File: config.mk
export PLATFORM = sky130hd
export DESIGN_NAME = uart_fifo_ctrl
export DESIGN_NICKNAME = d
export VERILOG_FILES = /design/src/rtl/uart_fifo_ctrl.sv
export SDC_FILE = /design/constraint.sdc
export NUM_CORES = 1
export LEC_CHECK = 0
export CAP_MARGIN = 20
export CORE_MARGIN = 3
export CORE_UTILIZATION = 40
export CTS_CLUSTER_DIAMETER = 80
export DETAILED_ROUTE_END_ITERATION = 8
export GPL_TIMING_DRIVEN = 0
export PLACE_DENSITY_LB_ADDON = 0.2
export SLEW_MARGIN = 20
export SYNTH_ARGS = -nofsm -noshare
export SYNTH_HDL_FRONTEND = slang
export SYNTH_SLANG_ARGS = --single-unit
export TNS_END_PERCENT = 100
File: constraint.sdc
create_clock -name clk -period 6.2 [get_ports clk]
set_input_delay 1.24 -clock clk [delete_from_list [all_inputs] [get_ports clk]]
set_output_delay 1.24 -clock clk [all_outputs]
set_load 0.1 [all_outputs]
File: src/rtl/uart_fifo_ctrl.sv
// uart_fifo_ctrl: byte-bus UART with RX/TX FIFOs, programmable divisor, parity and stop bits
// Ports:
//   clk, rst_n          system clock, asynchronous active-low reset
//   rx_sig / tx_sig     serial input (asynchronous) and output, both idle high
//   addr, wdata         register address and write data, qualified by addr_strobe
//   data                registered read data, holds until the next read
//   irq                 registered level interrupt
module uart_fifo_ctrl #(
  parameter int ClockFreqHz = 10000000,
  parameter int BaudRate = 115200,
  parameter int DataBitsSize = 8,
  parameter int ParityMode = 0,
  parameter int StopBitsSize = 1,
  parameter int RxDepth = 16,
  parameter int TxDepth = 16
) (
  input  logic       clk,
  input  logic       rst_n,
  input  logic       rx_sig,
  output logic       tx_sig,
  input  logic [3:0] addr,
  input  logic [7:0] wdata,
  output logic [7:0] data,
  input  logic       addr_strobe,
  output logic       irq
);
  localparam int D = DataBitsSize;
  localparam int RAW = $clog2(RxDepth);
  localparam int TAW = $clog2(TxDepth);
  localparam logic [15:0] DivInit = 16'(ClockFreqHz / BaudRate - 1);
  localparam logic [RAW:0] RxInc = 1;
  localparam logic [TAW:0] TxInc = 1;
  typedef enum logic [2:0] {S_IDLE, S_START, S_DATA, S_PAR, S_STOP} state_t;
  state_t tx_state, tx_state_n, rx_state, rx_state_n;
  logic [D-1:0] tx_mem [TxDepth];
  logic [D-1:0] rx_mem [RxDepth];
  logic [TAW:0] tx_wp, tx_rp;
  logic [RAW:0] rx_wp, rx_rp, rx_count;
  logic [15:0] divisor, tx_div, tx_cnt, rx_div, rx_cnt;
  logic [D-1:0] tx_shift, rx_shift, tx_head;
  logic [2:0] tx_bits, rx_bits;
  logic [7:0] status, rd_val;
  logic tx_par, tx_stop2, rx_par_bad, rx_push, rx_s1, rx_s2, rx_prev;
  logic rx_ie, tx_ie, rx_ovf, frame_err, parity_err, clr;
  logic tx_load, tx_tick, tx_push, rx_tick, rx_fall, rx_stop_tick, rx_pop, rx_wr, rd_en;
  logic rx_nonempty, rx_full, tx_empty, tx_full, tx_busy;
  assign rx_count = rx_wp - rx_rp;
  assign rx_nonempty = rx_wp != rx_rp;
  assign rx_full = rx_wp[RAW] != rx_rp[RAW] && rx_wp[RAW-1:0] == rx_rp[RAW-1:0];
  assign tx_empty = tx_wp == tx_rp;
  assign tx_full = tx_wp[TAW] != tx_rp[TAW] && tx_wp[TAW-1:0] == tx_rp[TAW-1:0];
  assign tx_busy = tx_state != S_IDLE;
  assign tx_head = tx_mem[tx_rp[TAW-1:0]];
  assign status = {tx_busy, parity_err, frame_err, rx_ovf, tx_full, tx_empty, rx_full, rx_nonempty};
  assign clr = addr_strobe && addr == 4'h2 && wdata[2];
  assign rx_pop = addr_strobe && addr == 4'h1 && rx_nonempty;
  // A pop in the same cycle frees the slot, so a push into a full FIFO still lands.
  assign rx_wr = rx_push && (!rx_full || rx_pop);
  assign tx_push = addr_strobe && addr == 4'h3 && (!tx_full || tx_load);
  assign rd_en = addr_strobe && (addr == 4'h0 || addr == 4'h1 || addr == 4'h4 || addr == 4'h7);
  assign tx_tick = tx_cnt == '0;
  assign rx_tick = rx_cnt == '0;
  assign rx_fall = rx_prev && !rx_s2;
  assign rx_stop_tick = rx_state == S_STOP && rx_tick;
  assign tx_sig = tx_state == S_START ? 1'b0 : tx_state == S_DATA ? tx_shift[0] : tx_state == S_PAR ? tx_par : 1'b1;
  always_comb
    rd_val = addr == 4'h0 ? status :
             addr == 4'h1 ? (rx_nonempty ? 8'(rx_mem[rx_rp[RAW-1:0]]) : 8'h00) :
             addr == 4'h4 ? 8'(rx_count) : {6'b0, tx_ie, rx_ie};
  always_comb begin
    tx_state_n = tx_state;
    tx_load = 1'b0;
    case (tx_state)
      S_IDLE: if (!tx_empty) begin
        tx_state_n = S_START;
        tx_load = 1'b1;
      end
      S_START: if (tx_tick) tx_state_n = S_DATA;
      S_DATA: if (tx_tick && tx_bits == 3'(D - 1)) tx_state_n = ParityMode != 0 ? S_PAR : S_STOP;
      S_PAR: if (tx_tick) tx_state_n = S_STOP;
      S_STOP: if (tx_tick && (StopBitsSize == 1 || tx_stop2)) begin
        // Chain straight into the next start bit when more data is queued.
        tx_state_n = tx_empty ? S_IDLE : S_START;
        tx_load = !tx_empty;
      end
      default: tx_state_n = S_IDLE;
    endcase
  end
  always_comb begin
    rx_state_n = rx_state;
    case (rx_state)
      S_IDLE: if (rx_fall) rx_state_n = S_START;
      S_START: if (rx_tick) rx_state_n = rx_s2 ? S_IDLE : S_DATA;
      S_DATA: if (rx_tick && rx_bits == 3'(D - 1)) rx_state_n = ParityMode != 0 ? S_PAR : S_STOP;
      S_PAR: if (rx_tick) rx_state_n = S_STOP;
      S_STOP: if (rx_tick) rx_state_n = S_IDLE;
      default: rx_state_n = S_IDLE;
    endcase
  end
  always_ff @(posedge clk or negedge rst_n)
    if (!rst_n) begin
      tx_state <= S_IDLE;
      rx_state <= S_IDLE;
    end else begin
      tx_state <= tx_state_n;
      rx_state <= rx_state_n;
    end
  always_ff @(posedge clk or negedge rst_n)
    if (!rst_n) begin
      tx_shift <= '0;
      tx_par <= 1'b0;
      tx_div <= '0;
      tx_cnt <= '0;
      tx_bits <= '0;
      tx_stop2 <= 1'b0;
    end else if (tx_load) begin
      tx_shift <= tx_head;
      tx_par <= (^tx_head) ^ (ParityMode == 2);
      tx_div <= divisor;
      tx_cnt <= divisor;
      tx_bits <= '0;
      tx_stop2 <= 1'b0;
    end else if (tx_tick) begin
      tx_cnt <= tx_div;
      if (tx_state == S_DATA) begin
        tx_shift <= tx_shift >> 1;
        tx_bits <= tx_bits + 3'd1;
      end
      if (tx_state == S_STOP) tx_stop2 <= 1'b1;
    end else tx_cnt <= tx_cnt - 16'd1;
  // Edge detection on the synchronized line also re-arms only after it returns high.
  always_ff @(posedge clk or negedge rst_n)
    if (!rst_n) begin
      {rx_prev, rx_s2, rx_s1} <= 3'b111;
      rx_shift <= '0;
      rx_div <= '0;
      rx_cnt <= '0;
      rx_bits <= '0;
      rx_par_bad <= 1'b0;
      rx_push <= 1'b0;
    end else begin
      {rx_prev, rx_s2, rx_s1} <= {rx_s2, rx_s1, rx_sig};
      rx_push <= rx_stop_tick && rx_s2 && !rx_par_bad;
      if (rx_state == S_IDLE && rx_fall) begin
        rx_div <= divisor;
        rx_cnt <= divisor >> 1;
        rx_bits <= '0;
        rx_par_bad <= 1'b0;
      end else if (rx_tick) begin
        rx_cnt <= rx_div;
        if (rx_state == S_DATA) begin
          rx_shift <= {rx_s2, rx_shift[D-1:1]};
          rx_bits <= rx_bits + 3'd1;
        end
        if (rx_state == S_PAR) rx_par_bad <= rx_s2 ^ (^rx_shift) ^ (ParityMode == 2);
      end else rx_cnt <= rx_cnt - 16'd1;
    end
  always_ff @(posedge clk) begin
    if (tx_push) tx_mem[tx_wp[TAW-1:0]] <= wdata[D-1:0];
    if (rx_wr) rx_mem[rx_wp[RAW-1:0]] <= rx_shift;
  end
  always_ff @(posedge clk or negedge rst_n)
    if (!rst_n) begin
      data <= '0;
      irq <= 1'b0;
      divisor <= DivInit;
      {tx_ie, rx_ie} <= 2'b00;
      {rx_ovf, frame_err, parity_err} <= 3'b000;
      rx_wp <= '0;
      rx_rp <= '0;
      tx_wp <= '0;
      tx_rp <= '0;
    end else begin
      if (addr_strobe && addr == 4'h2) {tx_ie, rx_ie} <= wdata[1:0];
      if (addr_strobe && addr == 4'h5) divisor[7:0] <= wdata;
      if (addr_strobe && addr == 4'h6) divisor[15:8] <= wdata;
      if (rd_en) data <= rd_val;
      rx_ovf <= (rx_ovf && !clr) || (rx_push && rx_full && !rx_pop);
      frame_err <= (frame_err && !clr) || (rx_stop_tick && !rx_s2);
      parity_err <= (parity_err && !clr) || (rx_stop_tick && rx_s2 && rx_par_bad);
      if (rx_wr) rx_wp <= rx_wp + RxInc;
      if (rx_pop) rx_rp <= rx_rp + RxInc;
      if (tx_push) tx_wp <= tx_wp + TxInc;
      if (tx_load) tx_rp <= tx_rp + TxInc;
      irq <= (rx_ie && (rx_nonempty || rx_ovf || frame_err || parity_err)) || (tx_ie && tx_empty && !tx_busy);
    end
endmodule
==> reports/metrics.cfg, run 1 <==
[yosys]
ys_top_cells_by_area=edfxtp_1 (45%), dfrtp_1 (21%), mux4_2 (9.6%)
netlist_instances=1139
synth_top_area_cell=edfxtp_1
synthSimpleGateAreaFrac_pct=9.045
synth_xor_area_share_pct=3.303
synth.top_cell.area_share_pct=45.29
synth_nets=1177
synth_top_family_by_area=multiplexers
synthMuxAreaShare_pct=12.29
async_flop_share_pct=36.63
synth_cell_type_count=63
avgSynthCellArea_sq_um=14.90
synth-edff-count=256
yosysWarnings=0
synth_compound_area_share_pct=4.725
synthesis.area_sq_um=16970
synth-seq-cells=404
seq_area_frac_synth_pct=67.17
synth-main-ff-cell=edfxtp_1
synthAdderAreaFrac_pct=1.666

[grt]
grt_start_max_net_pins=72
grt_pass1_wl_microns=59790
grt_use_total_pct=17.65
grt-ovfl-total=0
grt_pass1_vias=9833
antenna_found_initial=1

[route]
route.detailed.drc=0
first_iter_violations=616
firstDrtPassIters=6
ant_nets=0
post_drt_wl_per_cell_microns=21.54
via_per_inst=5.305
routed_wirelength_microns=38390
vias=9453

[cells_and_area]
layout_common_cells=edfxtp_1 (256), nand2_1 (163), dfrtp_1 (141)
final_net_count=1255
diodes=0
syn_to_final_growth_pct=14.89
design_area_sq_um=19500
final_common_cell=edfxtp_1
drive_gt1_share_pct=17.20

[clock_tree]
cts_hold_repair.buffers=0
path_clk_slew_ps=60
htree_levels=2
cts_tree=built
cts_sinks=404
cts_made_buffers=43
post_cts.repair.setup_buffers=0
root_buffer=clkbuf_16
cts_buffer_depth=3
clock_latency_ps=580
cts_resized=0

[critical_path]
cp_data_required_time_ps=6380
critPathSlowestCell=nor2_1
cp-start-kind=flip-flop
cp.arrival_ps=4990
endpoint_kind=flip-flop
regToRegSetupSlack_ps=1390
rr_endpoint=rx_mem[14][5]$_DFFE_PP_
crit_start=rx_rp[1]$_DFFE_PN0P_
cpLargestDelayFamily=simple AND/OR/NAND/NOR gates
critPathKind=flip-flop to flip-flop
crit_buf_inv=3
reg2regPathDepth=11
critical_path_depth=11
worstPathCellList=clkbuf_1 -> clkbuf_1 -> inv_1 -> ha_1 -> nand4_1 -> nor2_1 -> nor3_2 -> nand3_1 -> a21boi_2 -> nand2_1 -> nor2_1
slowest_delay_ps=880
timing.rr.start=rx_rp[1]$_DFFE_PN0P_
cp_max_fo=10
cp-endpoint=rx_mem[14][5]$_DFFE_PP_

[timing]
slew_viol_final=0
holdWs_ps=358.5
fin_worst_skew_ps=18.98
finalHoldViolations=0
slew_headroom_pct=26.40
fin_crit_ps=4810
rsz0062_at_grt=false
worstMarginPinSlew_ps=1100
min_period_over_period_pct=77.58
finalSetupTns_ps=0
max_freq_mhz=207.9
setup_viol=0

[job]
maxCapViolations=0

[floorplan]
dieArea_sq_um=44940
core_area_sq_um=41390
rows=74
start_util_pct=41.01
die_w_microns=212.0
pin_count=26
die_h_microns=212.0

[power_and_ir_drop]
p_total_mw=8.082
ir_drop_mv=0.2556
power_density_nw_per_um2=414.5
leakage_nw=7.350

[placement]
hpwlAfterDp_microns=25280
portBuffers=25
placedInstanceArea_sq_um=18030
gp_congestion=0.8006

[min_path]
min_path_type=flip-flop to flip-flop

[run_status]
status=finished clean

==> logic make-up after synthesis <==
family | after synthesis
AOI/OAI and AO/OA | 133
xor gates and xnor gates | 64
adders and majority gates | 22
buffers and inverters | 76
DFF | 404
muxes | 115
and+or+nand+nor | 325
==> metal layers <==
metal | wire length [microns] | GRT usage [%] | share of wire (%) | vias up
li1 | - | - | - | 4398
met1 | 17620 | 25.18 | 46 | 4827
met2 | 18270 | 28.30 | 48 | 173
met3 | 1713 | 2.759 | 4.5 | 53
met4 | 777 | 5.219 | 2.0 | 2
met5 | 12 | 0 | 0.031 | -
==> worst min path at each step <==
stage | start | endpoint | slack [ps] | cells past startpoint
CTS | rx_s1$_DFF_PN1_ | rx_s2$_DFF_PN1_ | 360 | 0
floorplan | rx_s1$_DFF_PN1_ | rx_s2$_DFF_PN1_ | 350 | 0
global route | rx_s1$_DFF_PN1_ | rx_s2$_DFF_PN1_ | 360 | 0
detailed placement | rx_s1$_DFF_PN1_ | rx_s2$_DFF_PN1_ | 350 | 0
finish | rx_s1$_DFF_PN1_ | rx_s2$_DFF_PN1_ | 360 | 0
global placement | rx_s1$_DFF_PN1_ | rx_s2$_DFF_PN1_ | 350 | 0
==> synthesized netlist by cell type, drive strengths merged, types with 10 or more instances <==
cell type	instances
a21oi	16
a22oi	16
and2	13
buf	19
clkbuf	36
dfrtp	141
edfxtp	256
ha	21
inv	21
mux2	27
mux2i	16
mux4	72
nand2	163
nand2b	10
nand3	12
nand4	10
nor2	57
nor3	20
o21ai	69
xnor2	42
xor2	22
==> worst register-to-register path: cells and delay by family (launching register included) <==
kind                     cells  cell delay (ps)
AO/OA/AOI/OAI                1              460
adder cells (fa/ha/maj)      1              310
buffers and inverters        3             1140
flip-flops                   1              400
AND/OR/NAND/NOR              6             2090
==> through the flow <==
stage                     instances  worst slack, ps  utilization [%]
after global placement         1696            -2676            43.22
after CTS                      1780             1256            47.04
after floorplan                1139             2524                -
after detailed placement       1702             1090            43.56
final                          1782             1390            47.12
after global routing           1782             1079            47.12
==> report_power, final <==
| group | internal (mW) | switching, mW | total, mW |
|---|---|---|---|
| clock network | 1.57 | 1.07 | 2.64 |
| logic | 0.863 | 1.13 | 2.00 |
| registers | 3.18 | 0.264 | 3.45 |
==> sequential cells by signal, summed over array words and instances, names as in the netlist, 3 cells and up <==
register / count
rx_mem: 128
tx_mem: 128
divisor: 16
rx_cnt: 16
rx_div: 16
tx_cnt: 16
tx_div: 16
data: 8
rx_shift: 8
tx_shift: 8
rx_rp: 5
rx_wp: 5
tx_rp: 5
tx_wp: 5
rx_bits: 3
rx_state: 3
tx_bits: 3
tx_state: 3
==> final cells by class <==
type	count	area [sq um]
buffer	55	227.7
clock buffer	48	1095
clock inverter	30	345.3
fill	3554	21890
inverter	21	78.83
multi-input combinational	659	5321
sequential	404	11400
tap	532	665.6
timing repair buffer	33	366.6
Power figures use the tool's default switching activity.
==> run 2: changes to the inputs <==
==> constraint.sdc (replaced) <==
create_clock -name clk -period 4.9 [get_ports clk]
set_input_delay 0.98 -clock clk [delete_from_list [all_inputs] [get_ports clk]]
set_output_delay 0.98 -clock clk [all_outputs]
set_load 0.1 [all_outputs]
==> run 2 against run 1 <==
Net effect: largest cell class unchanged; design area is essentially flat; sequential share of layout area is 0.052 points lower; register-to-register slack worse by 1200 ps; critical path depth grew 1; flip-flop and latch count unchanged; sequential power up 26%; largest power group unchanged; utilization about the same; die area unchanged; clock power grew 26%; global-route usage unchanged; hold slack got worse by 120 ps; via count rose by 1.2%.
==> reports/metrics.cfg, run 2 (synthesis gave the netlist of run 1 again) <==
[run_status]
status=finished clean

[route]
route.detailed.drc=0
firstDrtPassIters=5
first_iter_violations=586
post_drt_wl_per_cell_microns=21.57
via_per_inst=5.370
routed_wirelength_microns=38430
ant_nets=0
vias=9569

[cells_and_area]
design_area_sq_um=19520
layout_common_cells=edfxtp_1 (256), nand2_1 (163), dfrtp_1 (141)
syn_to_final_growth_pct=14.99
drive_gt1_share_pct=17.76
final_net_count=1255
final_common_cell=edfxtp_1
layout.cells.non_filler=1782
diodes=0
fin_util_pct=47.16

[floorplan]
core_area_sq_um=41390
dieArea_sq_um=44940
rows=74
die_w_microns=212.0
pin_count=26
die_h_microns=212.0
start_util_pct=41.01

[clock_tree]
clock_latency_ps=580
root_buffer=clkbuf_16
post_cts.repair.setup_buffers=0
cts_buffer_depth=3
path_clk_slew_ps=60
htree_levels=2
cts_sinks=404
cts_tree=built
cts_made_buffers=43

[power_and_ir_drop]
p_switching_mw=3.105
clock_power_share_pct=32.7
leakage_nw=7.373
ir_drop_mv=0.3202
p_seq_share_pct=42.8
power_frac_comb_pct=24.5
p_int_mw=7.080
switching_share_pct=30.49
p_total_mw=10.19
power_density_nw_per_um2=521.9

[grt]
grt_pass1_vias=9833
met3_usage_pct=2.759
grt_start_max_net_pins=72
grt_use_total_pct=17.65
grt-ovfl-total=0
top_usage_layer=met2
grt_use_met2_pct=28.30
grt_pass1_wl_microns=59790
antenna_found_initial=1
met1_usage_pct=25.18

[critical_path]
cp_data_required_time_ps=5180
critPathKind=flip-flop to flip-flop
cp-start-kind=flip-flop
endpoint_kind=flip-flop
cp_max_fo=10
regToRegSetupSlack_ps=210
cp.arrival_ps=4970

[timing]
rsz0062_at_grt=true
min_period_over_period_pct=95.65
max_freq_mhz=213.4
setup_viol=0
worstMarginPinSlew_ps=1097
slew_headroom_pct=26.61
fin_crit_ps=4687
slew_viol_final=0
fin_worst_skew_ps=17.58
holdWs_ps=234.1
finalHoldViolations=0

[job]
maxCapViolations=0

[placement]
placedInstanceArea_sq_um=18030
dp.cells=1702
gp_congestion=0.8006
hpwlAfterDp_microns=25280
portBuffers=25

[min_path]
min_path_type=primary input to asynchronous set/reset pin

==> run 2: power by group through the flow <==
stage | combinational, mW | clock (mW) | sequential [mW]
finish | 2.49 | 3.33 | 4.36
global route | 2.77 | 3.57 | 4.41
CTS | 2.54 | 3.42 | 4.36
detailed placement | 2.53 | 0 | 4.42
global placement | 2.48 | 0 | 4.42
floorplan | 1.77 | 0 | 4.43
==> run 2: what timing repair did <==
action	CTS	global route
hold buffers	0	0
resized for setup	1	7
endpoints found under the hold margin	0	0
endpoints found under the setup margin	8	44
gates cloned	0	0
==> run 2: worst paths after layout <==
check / start / endpoint / depth (start not counted)
max reg2reg: rx_rp[1]$_DFFE_PN0P_ / rx_mem[2][2]$_DFFE_PP_ / 12
min reg2reg: rx_s1$_DFF_PN1_ / rx_s2$_DFF_PN1_ / 0
min in group clk: rx_s1$_DFF_PN1_ / rx_s2$_DFF_PN1_ / 0
max: rx_rp[1]$_DFFE_PN0P_ / rx_mem[2][2]$_DFFE_PP_ / 12
max in group asynchronous: rst_n / rx_prev$_DFF_PN1_ / 3
min: rst_n / tx_wp[0]$_DFFE_PN0P_ / 1
==> run 2: final cells by class <==
| type | count | area (sq um) |
|---|---|---|
| Fill cell | 3552 | 21870 |
| Clock buffer | 48 | 1095 |
| Tap cell | 532 | 665.6 |
| Multi-Input combinational cell | 659 | 5339 |
| Inverter | 21 | 78.83 |
| Timing Repair Buffer | 33 | 366.6 |
| Sequential cell | 404 | 11400 |
| Buffer | 55 | 227.7 |
| Clock inverter | 30 | 345.3 |
==> run 2: worst max-delay path: stages (launching register included) <==
cell	delay, ps
dfrtp_1	390
clkbuf_1	520
clkbuf_1	540
inv_1	100
ha_1	310
nand4_1	120
nor2_1	80
nor3_2	440
nand3_1	360
a21boi_2	470
nand2_1	260
nor3_2	520
buf_4	260
==> run 2: through the flow <==
step / setup TNS [ps] / worst slack [ps]
after floorplan: 0 / 1346
after global placement: -542550 / -3716
after detailed placement: -30.95 / -5.135
after CTS: 0 / 26.17
after global routing: -131.9 / -32.14
final: 0 / 213.1
==> run 2: layer usage <==
| layer | routed length [microns] | up-vias |
|---|---|---|
| li1 | - | 4399 |
| met1 | 17690 | 4922 |
| met2 | 18380 | 195 |
| met3 | 1598 | 51 |
| met4 | 754 | 2 |
| met5 | 12 | - |
